==> src/rtl/cache_arbiter.sv <==
// Arbitrates one physical-memory port between the icache and dcache line-miss/writeback traffic.
// Optional round-robin tie breaking is enabled with `define ARB_ROUND_ROBIN_EN.
module cache_arbiter #(
  parameter int ADDR_WIDTH = 32,
  parameter int LINE_WIDTH = 256
) (
  input  logic                  clk,
  input  logic                  rst,
  input  logic                  i_pmem_read,
  input  logic [ADDR_WIDTH-1:0] i_pmem_address,
  output logic [LINE_WIDTH-1:0] i_pmem_rdata,
  output logic                  i_pmem_resp,
  input  logic                  d_pmem_read,
  input  logic                  d_pmem_write,
  input  logic [ADDR_WIDTH-1:0] d_pmem_address,
  input  logic [LINE_WIDTH-1:0] d_pmem_wdata,
  output logic [LINE_WIDTH-1:0] d_pmem_rdata,
  output logic                  d_pmem_resp,
  output logic                  pmem_read,
  output logic                  pmem_write,
  output logic [ADDR_WIDTH-1:0] pmem_address,
  output logic [LINE_WIDTH-1:0] pmem_wdata,
  input  logic [LINE_WIDTH-1:0] pmem_rdata,
  input  logic                  pmem_resp
);

  typedef enum logic [1:0] {IDLE, SERVE_I, SERVE_D, RELEASE} state_t;

  state_t                state, state_next;
  logic                  read_next, write_next;
  logic [ADDR_WIDTH-1:0] address_next;
  logic [LINE_WIDTH-1:0] wdata_next;
  logic                  i_req, d_req, pick_d;

  assign i_req = i_pmem_read;
  assign d_req = d_pmem_read | d_pmem_write;

`ifdef ARB_ROUND_ROBIN_EN
  typedef enum logic {ICACHE, DCACHE} grant_t;
  grant_t last_grant, last_grant_next;

  // On a tie the cache that was not served last wins.
  assign pick_d = d_req & (~i_req | (last_grant == ICACHE));
`else
  assign pick_d = d_req;
`endif

  always_comb begin
    state_next   = state;
    read_next    = pmem_read;
    write_next   = pmem_write;
    address_next = pmem_address;
    wdata_next   = pmem_wdata;
`ifdef ARB_ROUND_ROBIN_EN
    last_grant_next = last_grant;
`endif
    case (state)
      IDLE: begin
        if (pick_d) begin
          state_next   = SERVE_D;
          address_next = d_pmem_address;
          // A write wins even if the illegal read+write combination shows up.
          if (d_pmem_write) begin
            write_next = 1'b1;
            wdata_next = d_pmem_wdata;
          end else begin
            read_next = 1'b1;
          end
        end else if (i_req) begin
          state_next   = SERVE_I;
          read_next    = 1'b1;
          address_next = i_pmem_address;
        end
      end
      SERVE_I, SERVE_D: begin
        if (pmem_resp) begin
          state_next = RELEASE;
          read_next  = 1'b0;
          write_next = 1'b0;
`ifdef ARB_ROUND_ROBIN_EN
          last_grant_next = (state == SERVE_D) ? DCACHE : ICACHE;
`endif
        end
      end
      RELEASE: state_next = IDLE;
      default: state_next = IDLE;
    endcase
  end

  always_ff @(posedge clk) begin
    if (rst) begin
      state        <= IDLE;
      pmem_read    <= 1'b0;
      pmem_write   <= 1'b0;
      pmem_address <= '0;
      pmem_wdata   <= '0;
`ifdef ARB_ROUND_ROBIN_EN
      last_grant   <= ICACHE;
`endif
    end else begin
      state        <= state_next;
      pmem_read    <= read_next;
      pmem_write   <= write_next;
      pmem_address <= address_next;
      pmem_wdata   <= wdata_next;
`ifdef ARB_ROUND_ROBIN_EN
      last_grant   <= last_grant_next;
`endif
    end
  end

  // Memory completion is forwarded straight through to whoever holds the grant.
  assign i_pmem_resp  = (state == SERVE_I) & pmem_resp;
  assign d_pmem_resp  = (state == SERVE_D) & pmem_resp;
  assign i_pmem_rdata = pmem_rdata;
  assign d_pmem_rdata = pmem_rdata;

endmodule

==> config.mk <==
export PLATFORM = sky130hd
export DESIGN_NAME = cache_arbiter
export DESIGN_NICKNAME = d
export VERILOG_FILES = /design/src/rtl/cache_arbiter.sv
export SDC_FILE = /design/constraint.sdc
export NUM_CORES = 1
export LEC_CHECK = 0
export BUFFER_PORTS_ARGS = -buffer_cell sky130_fd_sc_hd__buf_4
export CAP_MARGIN = 20
export CORE_AREA = 2 2 540 542
export CTS_CLUSTER_SIZE = 20
export DETAILED_ROUTE_END_ITERATION = 8
export DIE_AREA = 0 0 542 544
export GPL_TIMING_DRIVEN = 0
export PLACE_DENSITY = 0.3
export REMOVE_ABC_BUFFERS = 1
export SLEW_MARGIN = 20
export SYNTH_ARGS = -nofsm -noshare
export SYNTH_HDL_FRONTEND = slang
export SYNTH_SLANG_ARGS = --single-unit
==> constraint.sdc <==
create_clock -name clk -period 1.7 [get_ports clk]
set_input_delay 0.255 -clock clk [delete_from_list [all_inputs] [get_ports clk]]
set_output_delay 0.255 -clock clk [all_outputs]
set_load 0.02 [all_outputs]
==> out/results.tsv, run 1 <==
metric	value	unit
Yosys top cell area share	40.9	%
drt initial violations	1422	
EDFF count, synth	0	
Hold Vio Cnt, Final	0	
DRT Pass-1 Iters	5	
Clock Sinks	292	
max frequency	0.577	GHz
Die W	542	um
Area contributors post-synth	dfxtp_1 (41%), buf_4 (27%), nand2_1 (14%), a21oi_1 (9.1%), buf_2 (2.1%)	
status	finished, violations left	
worst reg2reg path startpoint	state[1]	
nets	2870	
Synth Cell Area	14300	um^2
share of cells above drive strength 1	39.5	%
Core Rows	198	
r2r setup slk	0.01	ns
Critical Path RT	1.44	ns
Primary FF master, synth	dfxtp_1	
core area	289000	um^2
CTS tree	done	
hold endpoint	pmem_wdata[24]	
placed cells	5653	
Max Root-Sink Buffers	3	
Sw Share	42.7	%
#FFs+latches synth	292	
post-synthesis sequential area ratio	40.9	%
PortBufs	617	
Root Buffer	clkbuf_16	
most frequent cell after synthesis	nand2_1	
Non-Filler Instances	6134	
synth cell count leaders	nand2_1 (545), buf_4 (512), dfxtp_1 (292)	
Setup Viol. Count Final	2	
R2R depth	10	
initial antenna violation count	83	
Min-Delay Path Depth	3	
number of global-route vias before repair	14890	
Cell variety after synth	24	
Seq pwr share	24.6	%
Hold Path Origin	rst	
Synth Area per Inst	7.77	um^2
CTS H-Tree Depth	2	
CP arrival	1.48	ns
RSZ-0062 raised after global routing	true	
crit share post-route	102	%
Mapped Cells	1837	
Synth Warn #	0	
asr flop ratio synth	0	%
Net Switching	16.1	mW
TritonCTS buffer count	49	
largest net degree at the start of global routing	90	
CP endpoint kind	output port	
worst-margin pin slew	0.794	ns
pwr dens	1420	nW/um^2
Initial Util	4.93	%
DRC Markers	0	
Clock Latency Late Sink	0.70	ns
gr ovfl total	0	
clock share of power	28.2	%
first-pass GRT wire length	341000	um
Final min period	1.73	ns
fillcell total	33723	
CP Class	reg2out	
Syn-to-layout area delta	86.2	%
Worst R2R End	pmem_wdata[40]	
die area	295000	um^2
Worst IR Drop VDD	0.763	mV
gr usage total	20.2	%
Placer Congestion	0.947	
Total Routed Length	311000	um
die height	544	um
via total after detailed routing	16801	
clk_skew	0.0511	ns
Slew headroom	47.0	%
Worst-path clk slew	0.06	ns
failing checks	negative setup slack	
PnR worst setup slack	-0.0316	ns
Synth area leader	dfxtp_1	
Antenna Violating Nets Remaining	0	
number of placed I/O pins	1386	
Pleak	9.99	nW
post-DR wirelength/cell	50.7	um
final core occ	9.19	%
CP max FO	3	
Max-Cap Viols	0	
startpoint types	flop	
Gate power share	47.1	%
Final Max Slew Viols	0	
vias per inst	2.74	
Int Power	21.7	mW
DPL Wire Length	264000	um
worst hold path type	in2reg	
-- worst max path at each step --
stage,slack (ns),startpoint,cells past startpoint,end
after global routing,-0.13,state[0],4,d_pmem_resp
after floorplan,-3.54,state[0],5,pmem_read
after detailed placement,-1.22,d_pmem_write,7,pmem_wdata[220]
after CTS,-0.16,state[0],4,d_pmem_resp
after global placement,-11.02,d_pmem_write,4,pmem_wdata[18]
final,-0.03,state[0],4,d_pmem_resp
-- sequential cells by signal (all words and copies together) (netlist names) --
register and flops:
state 2, pmem_write 1, pmem_read 1, pmem_wdata 256, pmem_address 32
-- per-stage QoR --
stage	instance area, um^2	setup WS (ns)	TNS [ns]	power [mW]	hold slack [ns]
global route	26600	-0.132	-2.64	40.3	0.0302
finish	26600	-0.0316	-0.0593	37.8	0.0477
global placement	19300	-11.02	-2401.20	13.8	0.444
CTS	25400	-0.156	-0.305	37.0	0.00204
detailed placement	19800	-1.22	-192.12	22.3	0.448
floorplan	9950	-3.54	-920.44	12.3	0.324
-- what timing repair did --
action / CTS / global route
hold endpoints to repair: 292 / 0
buffers inserted: 21 / 5
pin swaps: 2 / 121
hold buffers: 325 / 0
endpoints found under the setup margin: 273 / 221
cloned: 14 / 17
gates resized for setup: 35 / 216
-- worst max-delay path, cell delays in order, from the launching register on --
cell and delay [ns]:
dfxtp_4 0.38, inv_4 0.05, ha_4 0.15, and2_4 0.13, buf_6 0.13
-- cell usage in the layout, fill, tap and decap left out, types with 3 or more instances in the layout --
| master | count |
|---|---|
| buf_6 | 6 |
| bufinv_16 | 3 |
| nand2_2 | 12 |
| dfxtp_1 | 289 |
| clkinvlp_4 | 5 |
| diode_2 | 10 |
| inv_6 | 5 |
| nand2_1 | 478 |
| o21ai_0 | 35 |
| a311oi_2 | 7 |
| buf_16 | 25 |
| dlygate4sd3_1 | 324 |
| buf_4 | 626 |
| clkbuf_8 | 8 |
| and2_4 | 4 |
| a21oi_2 | 58 |
| nand2_4 | 55 |
| clkbuf_16 | 64 |
| buf_12 | 11 |
| buf_8 | 4 |
| clkinv_4 | 4 |
| nor2_1 | 33 |
| ha_4 | 4 |
| a311oi_1 | 26 |
| clkinv_2 | 6 |
| a21oi_1 | 201 |
| clkbuf_1 | 11 |
-- cells by family (layout without fill, tap and decap cells) --
| logic type | count (synthesis) | after routing | share of synthesized area [%] |
|---|---|---|---|
| flops | 292 | 292 | 40.9 |
| buf+inv | 621 | 1106 | 30.4 |
| compound gates | 331 | 331 | 12.6 |
| simple gates | 588 | 590 | 15.7 |
| mux | 1 | 1 | 0.0789 |
| fa+ha+maj | 4 | 4 | 0.351 |
| other cells | 0 | 10 | 0 |
-- power groups by stage --
| stage | combinational, mW | clock (mW) | sequential [mW] |
|---|---|---|---|
| 6_report | 17.8 | 10.7 | 9.32 |
| 3_3_place_gp | 5.80 | 0 | 7.98 |
| 2_1_floorplan | 2.53 | 0 | 9.73 |
| 4_1_cts | 16.5 | 11.3 | 9.17 |
| 5_1_grt | 19.3 | 11.5 | 9.51 |
| 3_5_place_dp | 13.1 | 0 | 9.27 |
-- layout make-up --
cell class	count	area, um^2	share of cell area (%)
Clock buffer	68	1380	5.18
Sequential cell	292	5850	22.0
Timing Repair Buffer	1013	9420	35.4
Antenna cell	10	25.0	0.0941
Multi-Input combinational cell	926	4900	18.4
Clock inverter	23	236	0.890
Tap cell	3800	4750	17.9
Inverter	2	12.5	0.0471
-- per-layer routing --
layer  vias to the layer above  global-route usage (%)  part of all wire, %
met5                         -                    17.2                  2.2
met4                        62                    8.92                  5.4
met3                       394                    26.7                   27
met2                      2506                    31.2                   43
met1                      7522                    11.8                   22
li1                       6317                       -                    -
Power figures use the tool's default switching activity.
==> run 2, diff against run 1 <==
Settings changed: CTS_BUF_LIST from default to sky130_fd_sc_hd__clkbuf_16, REMOVE_ABC_BUFFERS 1 to default.
==> run 2 against run 1 <==
Compared with the run above:
- the flow still finishes with violations (negative setup slack)
- cell area grew 38%
- critical path depth stayed put
- combinational power grew 35%
==> out/results.tsv, run 2 (synthesis results as in run 1) <==
metric	value	unit	change
Pleak	16.0	nW	+60%
vias per inst	2.60		-5.2%
commonest non-fill, non-tap cell in the layout	buf_4		
largest net degree at the start of global routing	12		-87%
failing checks	negative setup slack		
DPL Wire Length	142000	um	-46%
placed cells	6768		+20%
Worst IR Drop VDD	0.676	mV	-11%
worst reg2reg path startpoint	state[0]		
Power Total	43.2	mW	+14%
Critical Path RT	1.44	ns	about the same
Worst path slowest cell	dfxtp_4		
CP max FO	3		unchanged
Hold Slack	0.147	ns	+0.0994 ns
nets	3996		+39%
pwr dens	1180	nW/um^2	-17%
worst hold path type	in2reg		
fillcell total	33473		-0.74%
Clock Sinks	292		unchanged
drt initial violations	755		-47%
CTS H-Tree Depth	2		unchanged
Final min period	1.77	ns	+0.0426 ns
Setup Viol. Count Final	146		+144
Total Routed Length	165000	um	-47%
DRC Markers	0		unchanged
CP arrival	1.52	ns	+0.04 ns
Die W	542	um	unchanged
Crit. Startpoint	state[1]		
post-DR wirelength/cell	22.7	um	-55%
CP Class	reg2out		
Root Buffer	clkbuf_16		
clk_skew	0.0245	ns	-0.0266 ns
PortBufs	1127		+83%
Worst-path clk slew	0.05	ns	about the same
CP endpoint kind	output port		
share of cells above drive strength 1	65.8	%	+26 points
worst path bufs/invs	2		unchanged
Largest Register	pmem_wdata		
Non-Filler Instances	7273		+19%
Initial Util	4.93	%	unchanged
worst path cell trace	inv_4 -> ha_4 -> and2_4 -> buf_12		
gr usage total	10.1	%	-10 points
crit share post-route	104	%	+2.5 points
gr ovfl total	0		unchanged
CTS tree	done		
Final Max Slew Viols	0		unchanged
most frequent cells in the layout	buf_4 (1,642), dlygate4sd3_1 (326), nand2_1 (324)		
Max-Cap Viols	0		unchanged
worst-margin pin slew	0.884	ns	+0.0898 ns
CP peak stage delay	0.37	ns	about the same
cell area after layout	36600	um^2	+38%
core area	289000	um^2	unchanged
TritonCTS buffer count	45		-8.2%
RSZ-0062 raised after global routing	true		
Antenna Violating Nets Remaining	0		unchanged
Syn-to-layout area delta	156	%	
Hold Path Origin	d_pmem_read		
delay-heaviest family, CP	flip-flops		
DRT Pass-1 Iters	4		-1
Slew headroom	41.1	%	-6.0 points
initial antenna violation count	59		-29%
startpoint types	flop		
die height	544	um	unchanged
max frequency	0.564	GHz	-2.4%
number of global-route vias before repair	18258		+23%
Placer Congestion	0.951		+0.37%
via total after detailed routing	18889		+12%
PnR worst setup slack	-0.0742	ns	-0.0426 ns
die area	295000	um^2	unchanged
post-place instance area	27600	um^2	+39%
setup TNS	-3.43	ns	-3.37 ns
number of placed I/O pins	1386		unchanged
max reg flops	256		unchanged
status	finished, violations left		
Max Root-Sink Buffers	3		unchanged
Syn Nets	2423		
largest registers	pmem_wdata (256), pmem_address (32), state (2)		
Core Rows	198		unchanged
Hold Vio Cnt, Final	0		unchanged
Clock Latency Late Sink	0.67	ns	-0.03 ns
first-pass GRT wire length	192000	um	-44%
==> run 2: worst paths after layout <==
kind / to / slack, ns / depth (start not counted)
min reg2reg: pmem_wdata[199] / 0.46 / 2
max: i_pmem_resp / -0.07 / 4
max reg2reg: pmem_wdata[226] / -0.07 / 9
min: pmem_address[6] / 0.15 / 3
==> run 2: per-layer routing <==
layer	vias up	track usage, %	part of all wire [%]
met5	-	0	0.052
met4	14	2.84	2.6
met3	170	5.52	13
met2	1147	15.8	44
met1	8975	11.9	41
li1	8583	-	-
==> run 2: repair_timing <==
item                                   CTS  global route
hold buffers                           326             0
setup endpoints to repair              301           286
resized for setup                      105           706
endpoints found under the hold margin  292             0
pin swaps                                2           285
buffers inserted                         6            26
gates cloned                             0            39
==> run 2: report_power, final <==
| group | switching, mW | internal [mW] |
|---|---|---|
| sequential | 1.14 | 8.36 |
| clock | 4.10 | 5.57 |
| combinational | 13.2 | 10.8 |
==> run 2: final cells by class <==
class / count / area [um^2] / area share [%]
flip-flops and latches: 292 / 5860 / 16.0
clock buffers: 47 / 1180 / 3.22
diodes: 29 / 72.6 / 0.198
plain buffers: 617 / 5010 / 13.7
clock inverters: 34 / 272 / 0.742
inverters: 2 / 15.0 / 0.0410
repair buffers: 1528 / 13300 / 36.3
multi-input cells: 924 / 6130 / 16.7
well taps: 3800 / 4750 / 13.0
==> run 2: through the flow <==
stage	worst slack [ns]	util, %
4_1_cts	-0.200	11.3
2_1_floorplan	0.264	-
3_5_place_dp	-1.49	9.54
3_3_place_gp	-1.58	9.50
5_1_grt	-0.188	12.6
6_report	-0.0742	12.6
==> run 2: worst register-to-register path: cells and delay by family (launching register included) <==
kind            cells  cell delay, ns
compound gates      1            0.12
flops               1            0.38
buf+inv             5            0.87
simple gates        2            0.15
fa+ha+maj           1            0.18
==> run 3, diff against run 2 <==
Settings changed: SKIP_CTS_REPAIR_TIMING from default to 1.
==> run 3 against run 2 <==
Compared with the run above:
- the flow still finishes with violations (negative setup slack)
- critical path depth increased by 4
- final cell count shrank 0.89%
- fmax shrank 1.8%
- combinational power fell by 26%
- first-iteration DRC count increased by 7.9%
- via count down 3.2%
- global-route usage fell by 0.071 points
- flip-flop and latch count stayed put
- wire length shrank 4.2%
- sequential power fell by 1%
- largest cell class unchanged
==> out/results.tsv, run 3 (synthesis results as in run 1) <==
metric	value	unit	change
TritonCTS buffer count	45		unchanged
drt initial violations	815		+7.9%
max frequency	0.553	GHz	-1.8%
Pleak	14.4	nW	-9.9%
Die W	542	um	unchanged
failing checks	negative setup slack		
gr ovfl total	0		unchanged
DRC Markers	0		unchanged
worst-margin pin slew	0.882	ns	-0.00218 ns
CP max FO	10		+7
CTS tree	done		
dpl ws	-1.49	ns	unchanged
Critical Path RT	2.28	ns	+0.84 ns
die area	295000	um^2	unchanged
Setup Viol. Count Final	23		-84%
Syn Nets	2423		unchanged
Core Rows	198		unchanged
worst hold path type	in2reg		
final core occ	11.5	%	-1.2 points
Worst-path clk slew	0.06	ns	about the same
Initial Util	4.93	%	unchanged
number of placed I/O pins	1386		unchanged
Clock Sinks	292		unchanged
startpoint types	flop		
Total Routed Length	158000	um	-4.2%
DRT Pass-1 Iters	4		unchanged
CP endpoint kind	flop		
Slew headroom	41.2	%	+0.15 points
crit share post-route	106	%	+1.9 points
largest net degree at the start of global routing	12		unchanged
Final min period	1.81	ns	+0.0327 ns
gr usage total	10.1	%	-0.071 points
Power Total	36.9	mW	-15%
largest registers	pmem_wdata (256), pmem_address (32), state (2)		
Worst IR Drop VDD	0.676	mV	about the same
nets	3931		-1.6%
status	finished, violations left		
max reg flops	256		unchanged
Hold Vio Cnt, Final	0		unchanged
share of cells above drive strength 1	54.9	%	-11 points
first-pass GRT wire length	188000	um	-1.9%
Antenna Violating Nets Remaining	0		unchanged
pwr dens	1110	nW/um^2	-5.8%
Max Root-Sink Buffers	3		unchanged
PnR worst setup slack	-0.107	ns	-0.0327 ns
post-DR wirelength/cell	21.9	um	-3.4%
CTS H-Tree Depth	2		unchanged
Final Max Slew Viols	0		unchanged
die height	544	um	unchanged
via total after detailed routing	18281		-3.2%
core area	289000	um^2	unchanged
Root Buffer	clkbuf_16		
CP arrival	2.38	ns	+0.86 ns
PortBufs	1127		unchanged
Syn-to-layout area delta	132	%	
DPL Wire Length	142000	um	unchanged
clk_skew	0.0274	ns	+0.00282 ns
FF/Latch Area	5850	um^2	-0.13%
vias per inst	2.54		-2.3%
number of global-route vias before repair	16581		-9.2%
CP Class	reg2reg		
RSZ-0062 raised after global routing	true		
area of the multi-input gates	4390	um^2	-28%
Clock Latency Late Sink	0.67	ns	about the same
Placer Congestion	0.951		unchanged
Max-Cap Viols	0		unchanged
Largest Register	pmem_wdata		
commonest non-fill, non-tap cell in the layout	buf_4		
fillcell total	33760		+0.86%
initial antenna violation count	64		+8.5%
most frequent cells in the layout	buf_4 (1,650), nand2_1 (512), dlygate4sd3_1 (322)		
[run 3: cell types whose count changed in the layout (fill, tap and decap cells not counted), sizes merged]
cell         delta
buf            -41
clkbuf         -20
dlygate4sd3     -4
[run 3: worst paths after layout]
kind                                    start  cells past startpoint  slack, ns              end
worst max-delay path                 state[0]                      8      -0.11  pmem_wdata[180]
worst min-delay path                      rst                      2       0.06  pmem_address[6]
worst max register to register       state[0]                      8      -0.11  pmem_wdata[180]
worst min register to register  pmem_wdata[6]                      2       0.45    pmem_wdata[6]
[run 3: layer usage]
metal	global-route usage, %	vias to the layer above	routed length (um)
met3	5.79	164	21200
li1	-	8450	-
met2	15.7	1133	69600
met5	0	-	127
met4	2.59	18	3760
met1	11.6	8516	63400
[run 3: layout make-up]
type	count	area share, %
repair buffers	1462	36.2
flip-flops and latches	292	17.7
well taps	3800	14.3
plain buffers	618	13.9
multi-input cells	924	13.3
clock buffers	47	3.55
clock inverters	34	0.819
diodes	29	0.219
inverters	2	0.0453
[run 3: worst max-delay path: stages (launching register included)]
cell     delay [ns]
dfxtp_4        0.36
inv_6          0.07
ha_4           0.17
and2_4         0.19
buf_12         0.13
buf_12         0.16
buf_4          0.22
nand2_1        0.23
a21oi_1        0.18
[run 3: power breakdown]
| group | internal [mW] | switching, mW | total (mW) |
|---|---|---|---|
| logic | 7.09 | 10.7 | 17.8 |
| registers | 8.36 | 1.01 | 9.36 |
| clock network | 5.57 | 4.11 | 9.68 |
[run 3: per-stage QoR]
step	TNS, ns	cells	instance area [um^2]	hold slack, ns
6_report	-0.614	7208	33100	0.0566
5_1_grt	-20.61	7191	33100	0.00780
4_1_cts	-350.33	6849	29000	-0.263
3_5_place_dp	-351.14	6768	27600	0.449
3_3_place_gp	-385.25	6764	27500	0.447
2_1_floorplan	0	1837	14300	0.371
